<file path="config.mk">
export PLATFORM = sky130hd
export DESIGN_NAME = conv3x3_engine
export DESIGN_NICKNAME = d
export VERILOG_FILES = /design/src/rtl/conv_pkg.sv /design/src/rtl/conv3x3_mac.sv /design/src/rtl/conv3x3_engine.sv
export SDC_FILE = /design/constraint.sdc
export NUM_CORES = 2
export LEC_CHECK = 0
export ABC_CLOCK_PERIOD_IN_PS = 24400
export BUFFER_PORTS_ARGS = -buffer_cell sky130_fd_sc_hd__buf_2
export CAP_MARGIN = 25
export CORE_UTILIZATION = 55
export CTS_CLUSTER_SIZE = 30
export DETAILED_ROUTE_END_ITERATION = 10
export PLACE_DENSITY = 0.72
export SYNTH_ARGS = -nofsm -noshare
export SYNTH_HDL_FRONTEND = slang
export SYNTH_SLANG_ARGS = --single-unit
export TNS_END_PERCENT = 20
</file>
<file path="constraint.sdc">
create_clock -name i_clk -period 24.4 [get_ports i_clk]
set_input_delay 4.88 -clock i_clk [delete_from_list [all_inputs] [get_ports i_clk]]
set_output_delay 4.88 -clock i_clk [all_outputs]
set_load 0.01 [all_outputs]
</file>
<file path="src/rtl/conv_pkg.sv">
// conv_pkg: shared mode encodings, fixed 3x3 kernels and the accumulator
// width helper used by the conv3x3 engine and its MAC.
package conv_pkg;

    typedef enum logic [1:0] {
        MODE_EDGE_THRESH = 2'd0,
        MODE_SOBEL_MAG   = 2'd1,
        MODE_GAUSS_BLUR  = 2'd2,
        MODE_USER_KERNEL = 2'd3
    } conv_mode_e;

    localparam int TAPS       = 9;
    localparam int CENTRE_TAP = 4;
    localparam int BLUR_SHIFT = 4;

    // Kernels are row-major, tap 0 = top-left, matching the window packing.
    localparam int SOBEL_X_KERNEL [TAPS] = '{1, 0, -1, 2, 0, -2, 1, 0, -1};
    localparam int SOBEL_Y_KERNEL [TAPS] = '{1, 2, 1, 0, 0, 0, -1, -2, -1};
    localparam int GAUSS_KERNEL   [TAPS] = '{1, 2, 1, 2, 4, 2, 1, 2, 1};

    // Signed product/sum width: unsigned pixel x signed coefficient fits in
    // dw+kw bits, and nine such terms need four more bits of headroom.
    function automatic int acc_width(input int dw, input int kw);
        return dw + kw + 4;
    endfunction

endpackage

</file>
<file path="src/rtl/conv3x3_mac.sv">
// conv3x3_mac: 9-tap signed multiply-accumulate with a registered product
// stage followed by a registered sum stage. Both stages hold when i_en = 0.
module conv3x3_mac
    import conv_pkg::*;
#(
    parameter int DW = 12,
    parameter int KW = 8,
    parameter int AW = acc_width(DW, KW)
) (
    input  logic                   i_clk,
    input  logic                   i_en,
    input  logic [TAPS*DW-1:0]     i_pix,
    input  logic [TAPS*KW-1:0]     i_coef,
    output logic signed [AW-1:0]   o_sum
);

    logic signed [AW-1:0] prod_d [TAPS];
    logic signed [AW-1:0] prod_q [TAPS];
    logic signed [AW-1:0] sum_d;

    // Form the nine signed products; pixels gain a zero sign bit first.
    always_comb begin
        for (int k = 0; k < TAPS; k++) begin
            prod_d[k] = AW'($signed({1'b0, i_pix[k*DW +: DW]})) *
                        AW'($signed(i_coef[k*KW +: KW]));
        end
    end

    // Add the registered products into one accumulator-width sum.
    // NOTE: blocking '=' is right here: the running sum is a combinational chain, not state.
    always_comb begin
        sum_d = '0;
        for (int k = 0; k < TAPS; k++) begin
            sum_d = sum_d + prod_q[k];
        end
    end

    // Multiply stage then sum stage, frozen together while the pipe stalls.
    // NOTE: datapath registers have no reset; the engine's valid flags decide whether they mean anything.
    always_ff @(posedge i_clk) begin
        if (i_en) begin
            for (int k = 0; k < TAPS; k++) begin
                prod_q[k] <= prod_d[k];
            end
            o_sum <= sum_d;
        end
    end

endmodule

</file>
<file path="src/rtl/conv3x3_engine.sv">
// conv3x3_engine: four-stage 3x3 window engine (multiply, sum, square/abs,
// select/threshold) with valid/ready flow control on both sides.
// Optional feature macro: CONV3X3_USER_KERNEL_EN adds a writable 9-tap
// coefficient bank for mode 3; without it mode 3 passes the centre pixel.
module conv3x3_engine
    import conv_pkg::*;
#(
    parameter int DW = 12,
    parameter int KW = 8,
    parameter int TW = 24
) (
    input  logic                 i_clk,
    input  logic                 i_rstn,
    input  logic [1:0]           i_mode,
    input  logic [TW-1:0]        i_thresh,
    input  logic [TAPS*DW-1:0]   i_data,
    input  logic                 i_valid,
    output logic                 o_ready,
    output logic [DW-1:0]        o_data,
    output logic                 o_valid,
`ifdef CONV3X3_USER_KERNEL_EN
    input  logic                 i_coef_we,
    input  logic [3:0]           i_coef_addr,
    input  logic [KW-1:0]        i_coef_data,
`endif
    input  logic                 i_ready
);

    localparam int AW    = acc_width(DW, KW);
    localparam int ABS_W = AW + 1;
    localparam int SQ_W  = 2 * (DW + 4);
    localparam int CMP_W = (TW > SQ_W) ? TW : SQ_W;
    localparam logic [DW-1:0] PIX_MAX = '1;

    logic advance;

    // Every stage moves together; the only back-pressure point is the output.
    assign o_ready = !o_valid || i_ready;
    assign advance = o_ready;

    // ---------------- fixed kernels -------------------------------------
    logic [TAPS*KW-1:0] sobel_x_coef;
    logic [TAPS*KW-1:0] sobel_y_coef;
    logic [TAPS*KW-1:0] gauss_coef;

    for (genvar k = 0; k < TAPS; k++) begin : g_kernel
        assign sobel_x_coef[k*KW +: KW] = KW'(SOBEL_X_KERNEL[k]);
        assign sobel_y_coef[k*KW +: KW] = KW'(SOBEL_Y_KERNEL[k]);
        assign gauss_coef[k*KW +: KW]   = KW'(GAUSS_KERNEL[k]);
    end

    // ---------------- stages 1-2: MACs ----------------------------------
    logic signed [AW-1:0] gx_sum;
    logic signed [AW-1:0] gy_sum;
    logic signed [AW-1:0] gauss_sum;

    conv3x3_mac #(.DW(DW), .KW(KW), .AW(AW)) u_mac_gx (
        .i_clk  (i_clk),
        .i_en   (advance),
        .i_pix  (i_data),
        .i_coef (sobel_x_coef),
        .o_sum  (gx_sum)
    );

    conv3x3_mac #(.DW(DW), .KW(KW), .AW(AW)) u_mac_gy (
        .i_clk  (i_clk),
        .i_en   (advance),
        .i_pix  (i_data),
        .i_coef (sobel_y_coef),
        .o_sum  (gy_sum)
    );

    conv3x3_mac #(.DW(DW), .KW(KW), .AW(AW)) u_mac_gauss (
        .i_clk  (i_clk),
        .i_en   (advance),
        .i_pix  (i_data),
        .i_coef (gauss_coef),
        .o_sum  (gauss_sum)
    );

    logic [DW-1:0] user_d;

`ifdef CONV3X3_USER_KERNEL_EN
    localparam logic signed [AW-1:0] PIX_MAX_S = AW'(PIX_MAX);

    logic [KW-1:0]        user_coef [TAPS];
    logic [TAPS*KW-1:0]   user_coef_flat;
    logic signed [AW-1:0] user_sum;

    // Coefficient bank writes; addresses past the last tap are dropped.
    // NOTE: the bank is a handful of flops, so it takes the async reset and comes up as all zeros.
    always_ff @(posedge i_clk or negedge i_rstn) begin
        if (!i_rstn) begin
            for (int k = 0; k < TAPS; k++) begin
                user_coef[k] <= '0;
            end
        end else if (i_coef_we && (i_coef_addr <= 4'(TAPS - 1))) begin
            user_coef[i_coef_addr] <= i_coef_data;
        end
    end

    for (genvar k = 0; k < TAPS; k++) begin : g_user_coef
        assign user_coef_flat[k*KW +: KW] = user_coef[k];
    end

    conv3x3_mac #(.DW(DW), .KW(KW), .AW(AW)) u_mac_user (
        .i_clk  (i_clk),
        .i_en   (advance),
        .i_pix  (i_data),
        .i_coef (user_coef_flat),
        .o_sum  (user_sum)
    );

    // Clamp the user-kernel sum into the pixel range.
    always_comb begin
        user_d = DW'(user_sum);
        if (user_sum < 0) begin
            user_d = '0;
        end else if (user_sum > PIX_MAX_S) begin
            user_d = PIX_MAX;
        end
    end
`else
    logic [DW-1:0] s1_centre;
    logic [DW-1:0] s2_centre;

    // Carry the centre pixel alongside the MAC stages for pass-through mode.
    always_ff @(posedge i_clk) begin
        if (advance) begin
            s1_centre <= i_data[CENTRE_TAP*DW +: DW];
            s2_centre <= s1_centre;
        end
    end

    assign user_d = s2_centre;
`endif

    // ---------------- control and sideband ------------------------------
    logic          s1_valid, s2_valid, s3_valid;
    conv_mode_e    s1_mode, s2_mode, s3_mode;
    logic [TW-1:0] s1_thresh, s2_thresh, s3_thresh;

    // Per-stage valid flags: cleared at once by reset, shifted when advancing.
    always_ff @(posedge i_clk or negedge i_rstn) begin
        if (!i_rstn) begin
            s1_valid <= 1'b0;
            s2_valid <= 1'b0;
            s3_valid <= 1'b0;
        end else if (advance) begin
            s1_valid <= i_valid;
            s2_valid <= s1_valid;
            s3_valid <= s2_valid;
        end
    end

    // Mode and threshold ride with their window through the pipe.
    always_ff @(posedge i_clk) begin
        if (advance) begin
            s1_mode   <= conv_mode_e'(i_mode);
            s2_mode   <= s1_mode;
            s3_mode   <= s2_mode;
            s1_thresh <= i_thresh;
            s2_thresh <= s1_thresh;
            s3_thresh <= s2_thresh;
        end
    end

    // ---------------- stage 3: square / abs -----------------------------
    logic [AW-1:0]    gx_abs, gy_abs;
    logic [ABS_W-1:0] abs_sum;
    logic [SQ_W-1:0]  mag2_d;
    logic [DW-1:0]    mag_d, blur_d;

    logic [SQ_W-1:0]  s3_mag2;
    logic [DW-1:0]    s3_mag, s3_blur, s3_user;

    // Squared gradient magnitude, saturated L1 magnitude and blur average.
    always_comb begin
        gx_abs  = gx_sum[AW-1] ? -gx_sum : gx_sum;
        gy_abs  = gy_sum[AW-1] ? -gy_sum : gy_sum;
        mag2_d  = SQ_W'(gx_abs) * SQ_W'(gx_abs) + SQ_W'(gy_abs) * SQ_W'(gy_abs);
        abs_sum = ABS_W'(gx_abs) + ABS_W'(gy_abs);
        mag_d   = (abs_sum > ABS_W'(PIX_MAX)) ? PIX_MAX : DW'(abs_sum);
        blur_d  = DW'(gauss_sum >>> BLUR_SHIFT);
    end

    // Register the per-mode candidates.
    always_ff @(posedge i_clk) begin
        if (advance) begin
            s3_mag2 <= mag2_d;
            s3_mag  <= mag_d;
            s3_blur <= blur_d;
            s3_user <= user_d;
        end
    end

    // ---------------- stage 4: select / threshold -----------------------
    logic [DW-1:0] result_d;

    // Pick the result for this window's mode; edge test is strict and unsigned.
    always_comb begin
        result_d = s3_user;
        case (s3_mode)
            MODE_EDGE_THRESH: result_d = (CMP_W'(s3_mag2) > CMP_W'(s3_thresh)) ? PIX_MAX : '0;
            MODE_SOBEL_MAG:   result_d = s3_mag;
            MODE_GAUSS_BLUR:  result_d = s3_blur;
            default:          result_d = s3_user;
        endcase
    end

    // Output register; holds its value while downstream stalls.
    always_ff @(posedge i_clk or negedge i_rstn) begin
        if (!i_rstn) begin
            o_valid <= 1'b0;
            o_data  <= '0;
        end else if (advance) begin
            o_valid <= s3_valid;
            o_data  <= result_d;
        end
    end

endmodule

</file>
== Yosys cells after proc, flatten, opt, wreduce, memory -nomap -nowiden ==
Memories as Yosys holds them, arrays and structs flattened.
Cells that the tools add are included.

* $add $sub $neg: 33
* Shifts and indexed selects: 0
* Bitwise operators: 0
* Order comparisons: 2
* Reduce and logical (&&, ||, !) cells: 3
* Mux-type cells: 6
* Divide/modulo/power cells: 0
* Equal/unequal tests: 2
* Multiply operators: 2

{| class="wikitable"
|+ Operator list
! kind !! count
|-
| $add A24 B24 Y24 || 16
|-
| $add A16 B16 Y16 || 8
|-
| $neg A12 Y24 || 3
|-
| $mul A24 B24 Y32 || 2
|-
| $mux W24 || 2
|-
| $neg A24 Y24 || 2
|-
| $neg A12 Y23 || 2
|-
| $pmux W12 S3 || 1
|-
| $add A32 B32 Y32 || 1
|-
| $gt A32 B24 Y1 || 1
|-
| $add A24 B24 Y25 || 1
|-
| $gt A25 B12 Y1 const B || 1
|-
| $mux W12 || 1
|-
| $eq A2 B1 Y1 const B || 1
|-
| $eq A2 B2 Y1 const B || 1
|-
| $logic_not A2 Y1 || 1
|-
| $mux W1 || 2
|-
| $logic_not A1 Y1 || 1
|-
| $logic_or A1 B1 Y1 || 1
|}

* Register bits: 250
* Memories kept: 3
* RAM bits: 558
* Input port bits: 138
* ROM bits: 0
* Bits in latches: 0

{| class="wikitable"
|+ Memory list
! name !! depth !! width !! read ports !! clocked after memory_dff !! write ports !! line !! RTL
|-
| u_mac_gx.prod_q || 9 || 24 || 9 || 0 || 9 || conv3x3_mac.sv:18 || <nowiki>logic signed [AW-1:0] prod_q [TAPS];</nowiki>
|-
| u_mac_gy.prod_q || 9 || 24 || 9 || 0 || 9 || conv3x3_mac.sv:18 ||
|-
| u_mac_gauss.prod_q || 9 || 14 || 9 || 0 || 9 || conv3x3_mac.sv:18 ||
|}

== Depth between registers and ports, before layout ==
An unclocked memory read counts as a cell.

* Word-level depth: 9
* Mapped depth: 39

== By module ==
From an unflattened synthesis, not the netlist that was laid out.

* Cell total of the unflattened synthesis: 15726
* Area, all modules: 153382.1 um2

{| class="wikitable"
|+ Modules (own cells, without submodules)
! module !! cells an instance !! area each (um2) !! instances !! sequential area each (um2)
|-
| conv3x3_mac (u_mac_gauss ...) || 4127 || 40144.8 || 2 || 6396.1
|-
| conv3x3_mac (u_mac_gy) || 4216 || 40659.0 || 1 || 6396.1
|-
| conv3x3_engine || 3256 || 32433.6 || 1 || 5505.3
|}

== Worst setup path after synthesis ==
OpenSTA, ideal clock, no wires.

* Kind: input-to-output
* Start: in i_ready
* End: out o_ready
* Stages on the path: 3
* Arrival: 16.630 ns
* Data required time: 19.520 ns
* Slack: 2.890 ns
* Cells stage by stage: nor2b_1 > clkinv_1 > clkbuf_1

* Cells in the longest elaborated chain, start to end: 1

{| class="wikitable"
|+ Ends and longest elaborated chain
! what !! line !! RTL
|-
| start: declaration || conv3x3_engine.sv:26 || <nowiki>input logic i_ready</nowiki>
|-
| $logic_or A1 B1 Y1 || conv3x3_engine.sv:38 || <nowiki>assign o_ready = !o_valid || i_ready;</nowiki>
|-
| end: declaration || conv3x3_engine.sv:18 || <nowiki>output logic o_ready,</nowiki>
|}

Every way passes these cells.

== Worst setup path after layout ==
Same ends and word-level chain as after synthesis.

==> key figures <==
Floorplanning
  – Row Count: 107
  – Die ar.: 88,360 um2
  – Die Wd: 297.3 um
  – Core Region: 85,820 um2
  – Chip Height: 297.3 um
  – I/O pin count: ~150
  – Initial Utilization: 55.87%

Critical path
  – WP buf/inv: 3
  – Most used cell, CP: buf_2
  – Critical Path Fanout Max: between 60 and 70
  – Critical Path, Cell by Cell: buf_2, nor2b_1, inv_8, buf_2
  – CP max stage delay: 0.52 ns
  – R2R Path End: s3_mag2[31]
  – CP max stage cell: nor2b_1
  – Reg2Reg Depth: 35
  – Crit path DAT: around 6 ns
  – Reg-to-reg slack, setup: 13.43 ns
  – Worst R2R Start: u_mac_gx.o_sum[0]
  – Req. time, crit path: 19.52 ns
  – Worst Setup End Kind: primary output
  – Cell family with most CP delay: buffers and inverters
  – Cell count along the critical path: 4
  – Crit Path Category: in2out
  – CP Launch Type: input port

Synthesis
  – Synth Area in Simple Gates: 7.735%
  – Synth Area in Compound Gates: 4.543%
  – Post-synthesis cell type count: 79
  – Synth Area in XOR/XNOR: under 10%
  – Synth Warn #: 0
  – Post-synthesis average cell area: approximately 11 um2
  – Synthesis-stage register bit count: between 400 and 500
  – Synth Area in Adders: ~46%
  – Top post-synthesis cells by area: fa_1 37%, edfxtp_1 26%, inv_1 9.5%
  – EDFF count, synth: 419
  – Synth Instances: 4,367
  – Post-synthesis sequential area ratio: 27.08%
  – Largest family of logic cells by synthesized area: adder cells
  – Mux cell area share after synthesis: 0.02349%
  – Synth top area share: 37.41%
  – Synthesized cell area: approximately 48,000 um2
  – Area leader, netlist: fa_1
  – Asr flop ratio synth: 3.678%
  – Post-synth top flop: edfxtp_1

Route
  – WL/cell: about 20 um
  – DRC: 0
  – Drt total wl: 115,400 um
  – Initial DRT Pass Iterations: 6
  – ANT nets after route: 0
  – Starting DRT DRC Count: 2,033
  – Vias per cell: 5.326
  – Via count: 30.57k

Timing
  – Final setup fails: 0
  – Setup WS post-layout: 13.37 ns
  – Unrepaired setup endpoints after global routing: false
  – FMAX: 90.66 MHz
  – Layout Skew: between 0.03 and 0.04 ns
  – Ratio of final minimum period to clock period: 45.20%
  – Normalized max-slew margin: 30.26%
  – Final Hold Fails: 0
  – Crit path time final: between 10 and 15 ns
  – Worst-Margin Slew: ~1.0 ns
  – Final TNS setup: 0 ns
  – Slew Viols, Final: 0

Clock network
  – CTS Sinks: 435
  – Post-CTS Setup Bufs: 0
  – CTS Hold Bufs: 0
  – Post-cts sizing count: 0
  – Skew-Pair Late Insertion Delay: 0.59 ns
  – Register clock-pin slew on the reported worst setup and hold paths: around 0.060 ns
  – Clock tree from TritonCTS: done
  – Clk buf depth: 3
  – H-tree levels: 2
  – Total CTS buffers: 44
  – Root buf cell: clkbuf_16

GRT
  – GRT Util Overall: about 27%
  – Total grt overflow: 0
  – Largest net degree at the start of global routing: 170
  – First-pass GRT wire length: 183,000 um
  – Initial antenna violation count: 2
  – Vias in the first global route: 33.68k

Min path
  – Worst Hold End: s2_thresh[3]
  – Hold Path Depth: 0
  – Hold crit path type: reg2reg
  – Hold_sp: s1_thresh[3]

Placement
  – HPWL Detailed: around 95,000 um
  – IO buf count: ~150
  – Dpl ws: between 10 and 15 ns
  – Placer Congestion: 0.9555

Layout
  – Share of cells above drive strength 1: 7.006%
  – Final core utilization: 60.46%
  – P&R area growth vs syn: 8.215%
  – Fin nets: a little under 6k

Outcome
  – Status: completed

Job
  – Max Cap Viol: 0
state kept, by name, summed over array words and instances (netlist names), 23 cells and up:
name,cells
s1_thresh,24
s2_thresh,24
s3_mag2,31
s3_thresh,24
u_mac_gauss.prod_q,45
u_mac_gx.o_sum,24
u_mac_gx.prod_q,96
u_mac_gy.o_sum,23
u_mac_gy.prod_q,62
how the worst max path moves through the flow:
stage / from / to
after floorplan: i_ready / o_ready
after global placement: i_ready / o_ready
after detailed placement: i_ready / o_ready
after CTS: i_ready / o_ready
after global routing: u_mac_gx.o_sum[0] / s3_mag2[30]
final: i_ready / o_ready
per-layer routing:
layer | up-vias | track usage, % | part of all wire, % | wire (um)
li1 | 13750 | - | - | -
met1 | 15560 | 33.69 | 39 | 44450
met2 | 1015 | 46.64 | 50 | 57400
met3 | 241 | 5.273 | 7.1 | 8201
met4 | 2 | 11.51 | 4.6 | 5356
met5 | - | 0 | 0.011 | 13
cell usage after synthesis (5+ instances only):
library cell,instances
inv_1,1213
fa_1,896
edfxtp_1,419
ha_1,345
nor2_1,310
nand2_1,296
xnor2_1,152
a21oi_1,83
o21ai_0,77
clkbuf_1,58
nand3_1,55
xor2_1,54
a21o_1,51
nor3_1,36
nor4_1,20
nand2b_1,18
o21a_1,17
dfrtp_1,16
o31ai_1,16
a211oi_1,14
nor2b_1,13
o22ai_1,13
inv_2,12
or4_1,12
and3_1,11
clkinv_1,11
nand4_1,11
or3_1,11
and2_1,9
nand3b_1,8
o41ai_1,8
a31oi_1,6
o21bai_1,6
or2_2,6
a21boi_0,5
and4_1,5
buf_1,5
o211ai_1,5
or4_4,5
cells in the final DEF, fill, tap and decap left out, types with 14 or more instances in the layout:
cell,instances
xnor2_1,151
nand2b_1,18
nand2_1,296
clkbuf_16,45
nand3_1,55
ha_1,345
xor2_1,51
a21o_1,51
a21oi_1,83
a211oi_1,14
nor3_1,36
edfxtp_1,419
nor4_1,20
inv_1,1213
o21ai_0,77
nor2_1,310
dfrtp_1,16
fa_1,896
o31ai_1,16
buf_4,51
o21a_1,17
buf_2,152
cell type report:
class | count | area [um2]
multi-input combinational | 2639 | 30110
inverter | 1236 | 4647
sequential | 435 | 12980
antenna | 1 | 2.502
tap | 1144 | 1431
clock buffer | 52 | 1172
clock inverter | 30 | 377.9
timing repair buffer | 204 | 1164
fill | 6862 | 33930
cell families after synthesis:
family / after synthesis
flip-flops: 435
XOR/XNOR: 210
buffers and inverters: 1304
other: 2
adder cells (fa/ha/maj): 1241
AO/OA/AOI/OAI: 336
AND/OR/NAND/NOR: 838
multiplexers: 1
through the flow:
stage / hold WS (ns) / std cells / area [um2]
4_1_cts: 0.3900 / 5740 / 51880
2_1_floorplan: 0.4003 / 4378 / 47990
5_1_grt: 0.4105 / 5740 / 51880
3_5_place_dp: 0.4045 / 5658 / 50330
6_report: 0.4013 / 5741 / 51880
3_3_place_gp: 0.4006 / 5655 / 50310
Power is not shown: default switching activity piles up to over one toggle a cycle in this logic, so the estimate is an artifact.
